### src/rtl/enc83_pkg.sv
// Shared constants, FSM state type and helpers for the registered 8-to-3 request encoder.
package enc83_pkg;

    localparam int unsigned N_LINES = 8;
    localparam int unsigned CODE_W  = 3;

    // Output-side FSM: StPresent means out_code holds a live request.
    typedef enum logic {
        StIdle    = 1'b0,
        StPresent = 1'b1
    } enc_state_e;

    // One-hot mask of a request index.
    function automatic logic [N_LINES-1:0] onehot8(input logic [CODE_W-1:0] code);
        return {{(N_LINES-1){1'b0}}, 1'b1} << code;
    endfunction

endpackage

### src/rtl/pri_sel8.sv
// Combinational 8-way first-set-bit search starting at a given index.
// mode=0 scans start, start+1, ... (mod 8); mode=1 scans start, start-1, ... (mod 8).
module pri_sel8
    import enc83_pkg::*;
(
    input  logic [N_LINES-1:0] req,
    input  logic [CODE_W-1:0]  start,
    input  logic               mode,
    output logic               found,
    output logic [CODE_W-1:0]  idx
);

    // Index visited at step i of the scan.
    function automatic logic [CODE_W-1:0] scan_at(input logic [CODE_W-1:0] s, input logic m,
                                                  input int i);
        return m ? (s - CODE_W'(i)) : (s + CODE_W'(i));
    endfunction

    // Walk the scan backwards so the earliest hit is the last assignment and wins.
    always_comb begin
        found = 1'b0;
        idx   = '0;
        for (int i = N_LINES - 1; i >= 0; i--) begin
            if (req[scan_at(start, mode, i)]) begin
                found = 1'b1;
                idx   = scan_at(start, mode, i);
            end
        end
    end

endmodule

### src/rtl/encoder8_3_seq.sv
// Registered 8-to-3 request encoder: sticky pending set, one code per cycle on valid/ready.
module encoder8_3_seq
    import enc83_pkg::*;
#(
    parameter bit          PRIORITY_HIGH = 1'b1,
    parameter bit          ROUND_ROBIN   = 1'b0,
    parameter int unsigned CNT_W         = 8
) (
    input  logic               clk,
    input  logic               rst_n,
    input  logic               en,
    input  logic [N_LINES-1:0] y,
    output logic [CODE_W-1:0]  out_code,
    output logic               out_valid,
    input  logic               out_ready,
    output logic [N_LINES-1:0] pending,
    output logic               busy,
    output logic [CNT_W-1:0]   grant_cnt
);

    enc_state_e         state_q, state_d;
    logic [N_LINES-1:0] pending_q, pending_d;
    logic [CODE_W-1:0]  code_q, code_d;
    logic [CODE_W-1:0]  ptr_q, ptr_d;
    logic [CNT_W-1:0]   cnt_q, cnt_d;

    logic               fire;
    logic               select;
    logic [N_LINES-1:0] cleared;
    logic               sel_found;
    logic [CODE_W-1:0]  sel_idx;
    logic [CODE_W-1:0]  sel_start;
    logic               sel_mode;

    // Round-robin scans upward from one past the last winner; fixed modes scan from an end.
    assign sel_start = ROUND_ROBIN ? (ptr_q + 3'd1) : (PRIORITY_HIGH ? 3'd7 : 3'd0);
    assign sel_mode  = !ROUND_ROBIN && PRIORITY_HIGH;

    pri_sel8 u_pri_sel8 (
        .req   (pending_q),
        .start (sel_start),
        .mode  (sel_mode),
        .found (sel_found),
        .idx   (sel_idx)
    );

    // Next-state: select a new winner when the output slot is free or being drained.
    always_comb begin
        fire    = (state_q == StPresent) && out_ready;
        select  = sel_found && ((state_q == StIdle) || out_ready);
        state_d = state_q;
        code_d  = code_q;
        ptr_d   = ptr_q;
        cnt_d   = cnt_q;
        cleared = '0;
        if (select) begin
            state_d = StPresent;
            code_d  = sel_idx;
            ptr_d   = sel_idx;
            cleared = onehot8(sel_idx);
        end else if (fire) begin
            state_d = StIdle;
        end
        if (fire) begin
            cnt_d = cnt_q + 1'b1;
        end
        // Set applied after clear so a same-cycle re-request is queued again.
        pending_d = (pending_q & ~cleared) | (en ? y : '0);
    end

    // State registers; reset drops any presented code and parks the pointer at 7.
    always_ff @(posedge clk or negedge rst_n) begin
        if (!rst_n) begin
            state_q   <= StIdle;
            pending_q <= '0;
            code_q    <= '0;
            ptr_q     <= 3'd7;
            cnt_q     <= '0;
        end else begin
            state_q   <= state_d;
            pending_q <= pending_d;
            code_q    <= code_d;
            ptr_q     <= ptr_d;
            cnt_q     <= cnt_d;
        end
    end

    assign out_code  = code_q;
    assign out_valid = (state_q == StPresent);
    assign pending   = pending_q;
    assign busy      = out_valid | (|pending_q);
    assign grant_cnt = cnt_q;

endmodule
### config.mk
export PLATFORM = sky130hd
export DESIGN_NAME = encoder8_3_seq
export DESIGN_NICKNAME = d
export VERILOG_FILES = /design/src/rtl/enc83_pkg.sv /design/src/rtl/pri_sel8.sv /design/src/rtl/encoder8_3_seq.sv
export SDC_FILE = /design/constraint.sdc
export NUM_CORES = 1
export LEC_CHECK = 0
export ABC_CLOCK_PERIOD_IN_PS = 1400
export CORE_AREA = 2 2 46 65
export CTS_CLUSTER_SIZE = 40
export DETAILED_ROUTE_END_ITERATION = 8
export DIE_AREA = 0 0 48 67
export GPL_ROUTABILITY_DRIVEN = 0
export PLACE_DENSITY = 0.62
export SLEW_MARGIN = 0
export SYNTH_ARGS = -nofsm -noshare
export SYNTH_HDL_FRONTEND = slang
export SYNTH_SLANG_ARGS = --single-unit
### constraint.sdc
create_clock -name clk -period 1.4 [get_ports clk]
set_input_delay 0.28 -clock clk [delete_from_list [all_inputs] [get_ports clk]]
set_output_delay 0.28 -clock clk [all_outputs]
set_load 0.01 [all_outputs]
* Word-level counts from Yosys, hierarchy flattened *
Cells that the tools add are included.

storage, ports and cells
  register bits after elaboration = 20
  bits of input ports = 12
  output and inout port bits = 21
  logic and storage cells = 35

operators by class
  add/sub/neg operators = 1
  shift-type cells = 1
  mux-type cells = 19
  bitwise operators = 5
  reduce and logical (&&, ||, !) cells = 5

operators with widths
  kind                                              count
  two-way mux 8 bit                                 2
  two-way mux 3 bit                                 4
  two-way mux 1 bit                                 11
  adder 8 x 1 -> 8 bit (second input constant)      1
  AND 8 bit                                         1
  NOT 8 bit                                         1
  OR 8 bit                                          1
  OR reduction 8 bit                                1
  left shift 1 x 3 -> 8 bit (first input constant)  1
  two-way mux 2 bit                                 2
  logical AND 1 bit                                 2
  nonzero test 2 bit                                1
  logical OR 1 bit                                  1
  NOT 1 bit                                         1
  OR 1 bit                                          1

* Longest topological paths before layout *
Gate-level depths: netlist (run 1).

  depth after elaboration = 13
  depth in mapped cells = 4

* Modules after synthesis *
A second synthesis (run 1) with hierarchy kept.

unflattened totals
  cell total of the unflattened synthesis = 146
  area total of the unflattened synthesis = 1692.9 µm²

by module, submodules not included
  module          times used  cells each  area an instance (µm²)
  encoder8_3_seq  1           76          888.4
  pri_sel8        1           70          804.5

* Least setup slack after synthesis (run 1) *
Ideal clock, no wire load.

  kind = flip-flop to flip-flop
  from = reg pending_q[4], in the netlist pending[4]
  to = reg pending_q[0], in the netlist pending[0]
  setup time = 0.121 ns
  arrival time = 1.286 ns
  slack = -0.007 ns
  stages on the path, launching flop included = 5
  path buffers = 0
  cells stage by stage = dfrtp_1 -> nor4_4 -> and2_2 -> nand3_1 -> a22o_1

between the ends
  word-level cells in the longest chain between the ends = 9

RTL lines
  what                                                                  line                                   RTL
  start: declaration                                                    encoder8_3_seq.sv:22                   logic [N_LINES-1:0] pending_q, pending_d;
  start signal: assignment                                              encoder8_3_seq.sv:81                   pending_q <= pending_d;
  two-way mux 3 bit or two-way mux 1 bit (tied branches) (4 in series)  pri_sel8.sv:24                         if (req[scan_at(start, mode, i)]) begin
  left shift 1 x 3 -> 8 bit or logical AND 1 bit (tied branches)        enc83_pkg.sv:15, encoder8_3_seq.sv:50
  two-way mux 8 bit *                                                   encoder8_3_seq.sv:56                   if (select) begin
  NOT 8 bit *                                                           encoder8_3_seq.sv:68                   pending_d = (pending_q & ~cleared) | (en ? y : '0);
  AND 8 bit *                                                           encoder8_3_seq.sv:68
  OR 8 bit *                                                            encoder8_3_seq.sv:68
  via pending_d[0]                                                      encoder8_3_seq.sv:22

The timed path passes the listed nets; every way through them passes the cells marked *.
A chain may end at the register's enable or synchronous reset.

* Final worst setup path (run 1) *
  from = reg pending_q[3], in the netlist pending[3]
  to = out busy

between the ends
  word-level cells in the longest chain between the ends = 2

RTL lines
  what                line                  RTL
  OR reduction 8 bit  encoder8_3_seq.sv:91  assign busy = out_valid | (|pending_q);
  OR 1 bit            encoder8_3_seq.sv:91
  end: declaration    encoder8_3_seq.sv:17  output logic busy,

Every way passes these cells.

==> impl_metrics.ini, run 1 <==
[timing]
tightest_slew_ns = 0.348
layout_min_cycle_time_ns = 1.63
finClkSkew_ns = 0.00958
whs_ns = 0.301
hold_viol = 0
tns_ns = -0.329
finalCritPeriodShare_pct = 117
final-max-slew-violation-count = 0
rsz0062_at_grt = true
setup_viol = 5
max_freq_ghz = 0.612
slew_headroom_pct = 76.7
finalWorstSetupSlack_ns = -0.233

[power]
p_leak_nw = 0.733
peakVddDrop_mv = 0.990
power-per-cell-area_nw_per_um2 = 1300
p_total_mw = 2.08

[die]
num_rows = 22
start_util_pct = 34.3
core_area_um2 = 2620
die_w_um = 48
floorplan.io_pins = 33
dieArea_um2 = 3220
die_y_um = 67

[logic_synthesis]
synthTopCellsByCount = 20 x dfrtp_1, 10 x nand2_1, 7 x o21ai_0, 6 x nand3_1, 6 x xnor2_1
syn_inst = 79
postSynthAreaPerCell_um2 = 11.4
synth_seq_cells = 20
netlist.area_leader.share_pct = 55.8
yosysMostFrequentCell = dfrtp_1
synth_top_area_cell = dfrtp_1
yosys_warnings = 0
yosys-top-cells-area = dfrtp_1 56%, xnor2_1 5.9%, a22o_1 4.9%
synthesis.nets = 92
synth.distinct_cells = 25
ys_async_sr_fraction_pct = 100
seq_area_frac_synth_pct = 55.8
synth_flop_cell = dfrtp_1
synth-edff-count = 0
netlist_area_um2 = 897

[drt]
drt_iter0_markers = 8
ant_nets = 0
vias = 859
drt-total-wl_um = 2460
drc = 0
vias_per_cell = 4.64
drtPass1Iterations = 4
avgRoutedWirePerCell_um = 13.3

[setup_path]
start_kind = flop
r2r_cells = 5
path_class = reg2out
crit_fanout = 2
timing.rr.start = pending[5]
cp.required_ns = 1.12
end_kind = output pin
reg2reg_slack_ns = -0.04
crit_start = pending[3]
cp.arrival_ns = 1.35
reg2reg_to = out_code[0]

[clock_tree]
ctsRootBufferMaster = clkbuf_4
clk_pin_slew_ns = 0.12
clkLatencyLatePin_ns = 0.30
cts_tree = built
numCtsBuffers = 3
h-tree-depth = 1
clkSinkCount = 20
clk_path_buf_depth = 2

[global_route]
grt_pass1_vias = 855
gr-total-overflow = 0
grt_antenna_before_repair = 0
grt_pass1_wl_um = 3690
grt_usage_pct = 16.3
grt_max_degree = 21

[final_layout]
layout.cells.non_filler = 185
finalNetCount = 163
area_growth_pct = 78.7
fin_util_pct = 61.3
n_antenna_cell = 0
drive_gt1_share_pct = 41.6
fillers = 229

[place]
dp.cells = 166
io_buffers = 32
dp_hpwl_um = 1730

[flow_run]
drv_cap = 0

[outcome]
violations = negative setup slack
status = finished, violations left

[hold_path]
hp-class = in2async
## worst max-delay path, stage by stage (launching register included)
cell,delay (ns)
dfrtp_1,0.41
buf_6,0.12
nor4_4,0.23
nand3b_1,0.12
buf_2,0.16
## routing by layer
metal | vias to the layer above | part of all wire, % | global-route usage [%]
met5 | - | 0 | 0
met2 | 16 | 55 | 27.5
met1 | 416 | 42 | 19.3
met4 | 0 | 1.1 | 8.11
met3 | 2 | 2.6 | 1.90
li1 | 425 | - | -
## stage by stage
step	area (um2)	worst slack, ns
after floorplan	897	0.0101
after global placement	1410	-0.182
after detailed placement	1410	-0.210
after CTS	1560	-0.213
after global routing	1600	-0.289
final	1600	-0.233
## final cells by class
| class | count | area [um2] | share of cell area (%) |
|---|---|---|---|
| clock inverters | 1 | 30.0 | 1.87 |
| inverters | 1 | 3.75 | 0.234 |
| clock buffers | 3 | 22.5 | 1.41 |
| repair buffers | 67 | 564 | 35.2 |
| flip-flops and latches | 20 | 500 | 31.2 |
| well taps | 36 | 45.0 | 2.81 |
| multi-input cells | 57 | 437 | 27.2 |
## timing repair
| item | CTS | global route |
|---|---|---|
| setup buffers | 11 | 7 |
| endpoints found under the setup margin | 25 | 18 |
| hold buffers | 0 | 0 |
| gates resized for setup | 44 | 19 |
| pin swaps | 1 | 1 |
## sequential cells by signal, indices dropped and copies added, names as in the netlist
register,cells
grant_cnt,8
out_code,3
pending,8
out_valid,1
## worst max-delay path by stage
stage                     slack (ns)         end
after floorplan                 0.01  pending[0]
after global routing           -0.29        busy
final                          -0.23        busy
after CTS                      -0.21        busy
after global placement         -0.18        busy
after detailed placement       -0.21        busy
## cell usage in the layout, fill, tap and decap left out, types with 2 or more instances in the layout
cell / instances
buf_4: 29
dfrtp_1: 20
clkdlybuf4s50_1: 11
dlygate4sd2_1: 11
nand2_1: 10
buf_6: 7
o21ai_0: 6
xnor2_1: 6
a22o_1: 5
nand3_1: 5
clkbuf_2: 5
clkbuf_4: 3
nor4_4: 2
nand3b_1: 2
mux2_2: 2
nor3_1: 2
and3_4: 2
buf_2: 2
## cells by family (layout without fill, tap and decap cells)
group	Yosys count	count (layout)	share of synthesized area [%]
flip-flops	20	20	55.8
AND/OR/NAND/NOR	32	32	20.8
adder cells (fa/ha/maj)	1	1	1.39
AO/OA/AOI/OAI	15	15	11.9
buffers and inverters	2	72	0.836
XOR/XNOR	7	7	6.83
multiplexers	2	2	2.51
## report_power, final
| part | internal [mW] | switching, mW | total [mW] | leakage [nW] |
|---|---|---|---|---|
| clock | 0.289 | 0.182 | 0.471 | 0.0279 |
| sequential | 0.703 | 0.0799 | 0.783 | 0.221 |
| combinational | 0.479 | 0.347 | 0.826 | 0.484 |
Power figures use the tool's default switching activity.
==> run 2: changes to the inputs <==
--- a/config.mk
+++ b/config.mk
@@ -11,6 +11,7 @@
 export DETAILED_ROUTE_END_ITERATION = 8
 export DIE_AREA = 0 0 48 67
 export GPL_ROUTABILITY_DRIVEN = 0
+export HOLD_SLACK_MARGIN = 0.05
 export PLACE_DENSITY = 0.62
 export SLEW_MARGIN = 0
 export SYNTH_ARGS = -nofsm -noshare
==> results of run 2 <==
No change in the layout: final DEF, timing and power equal those of run 1.
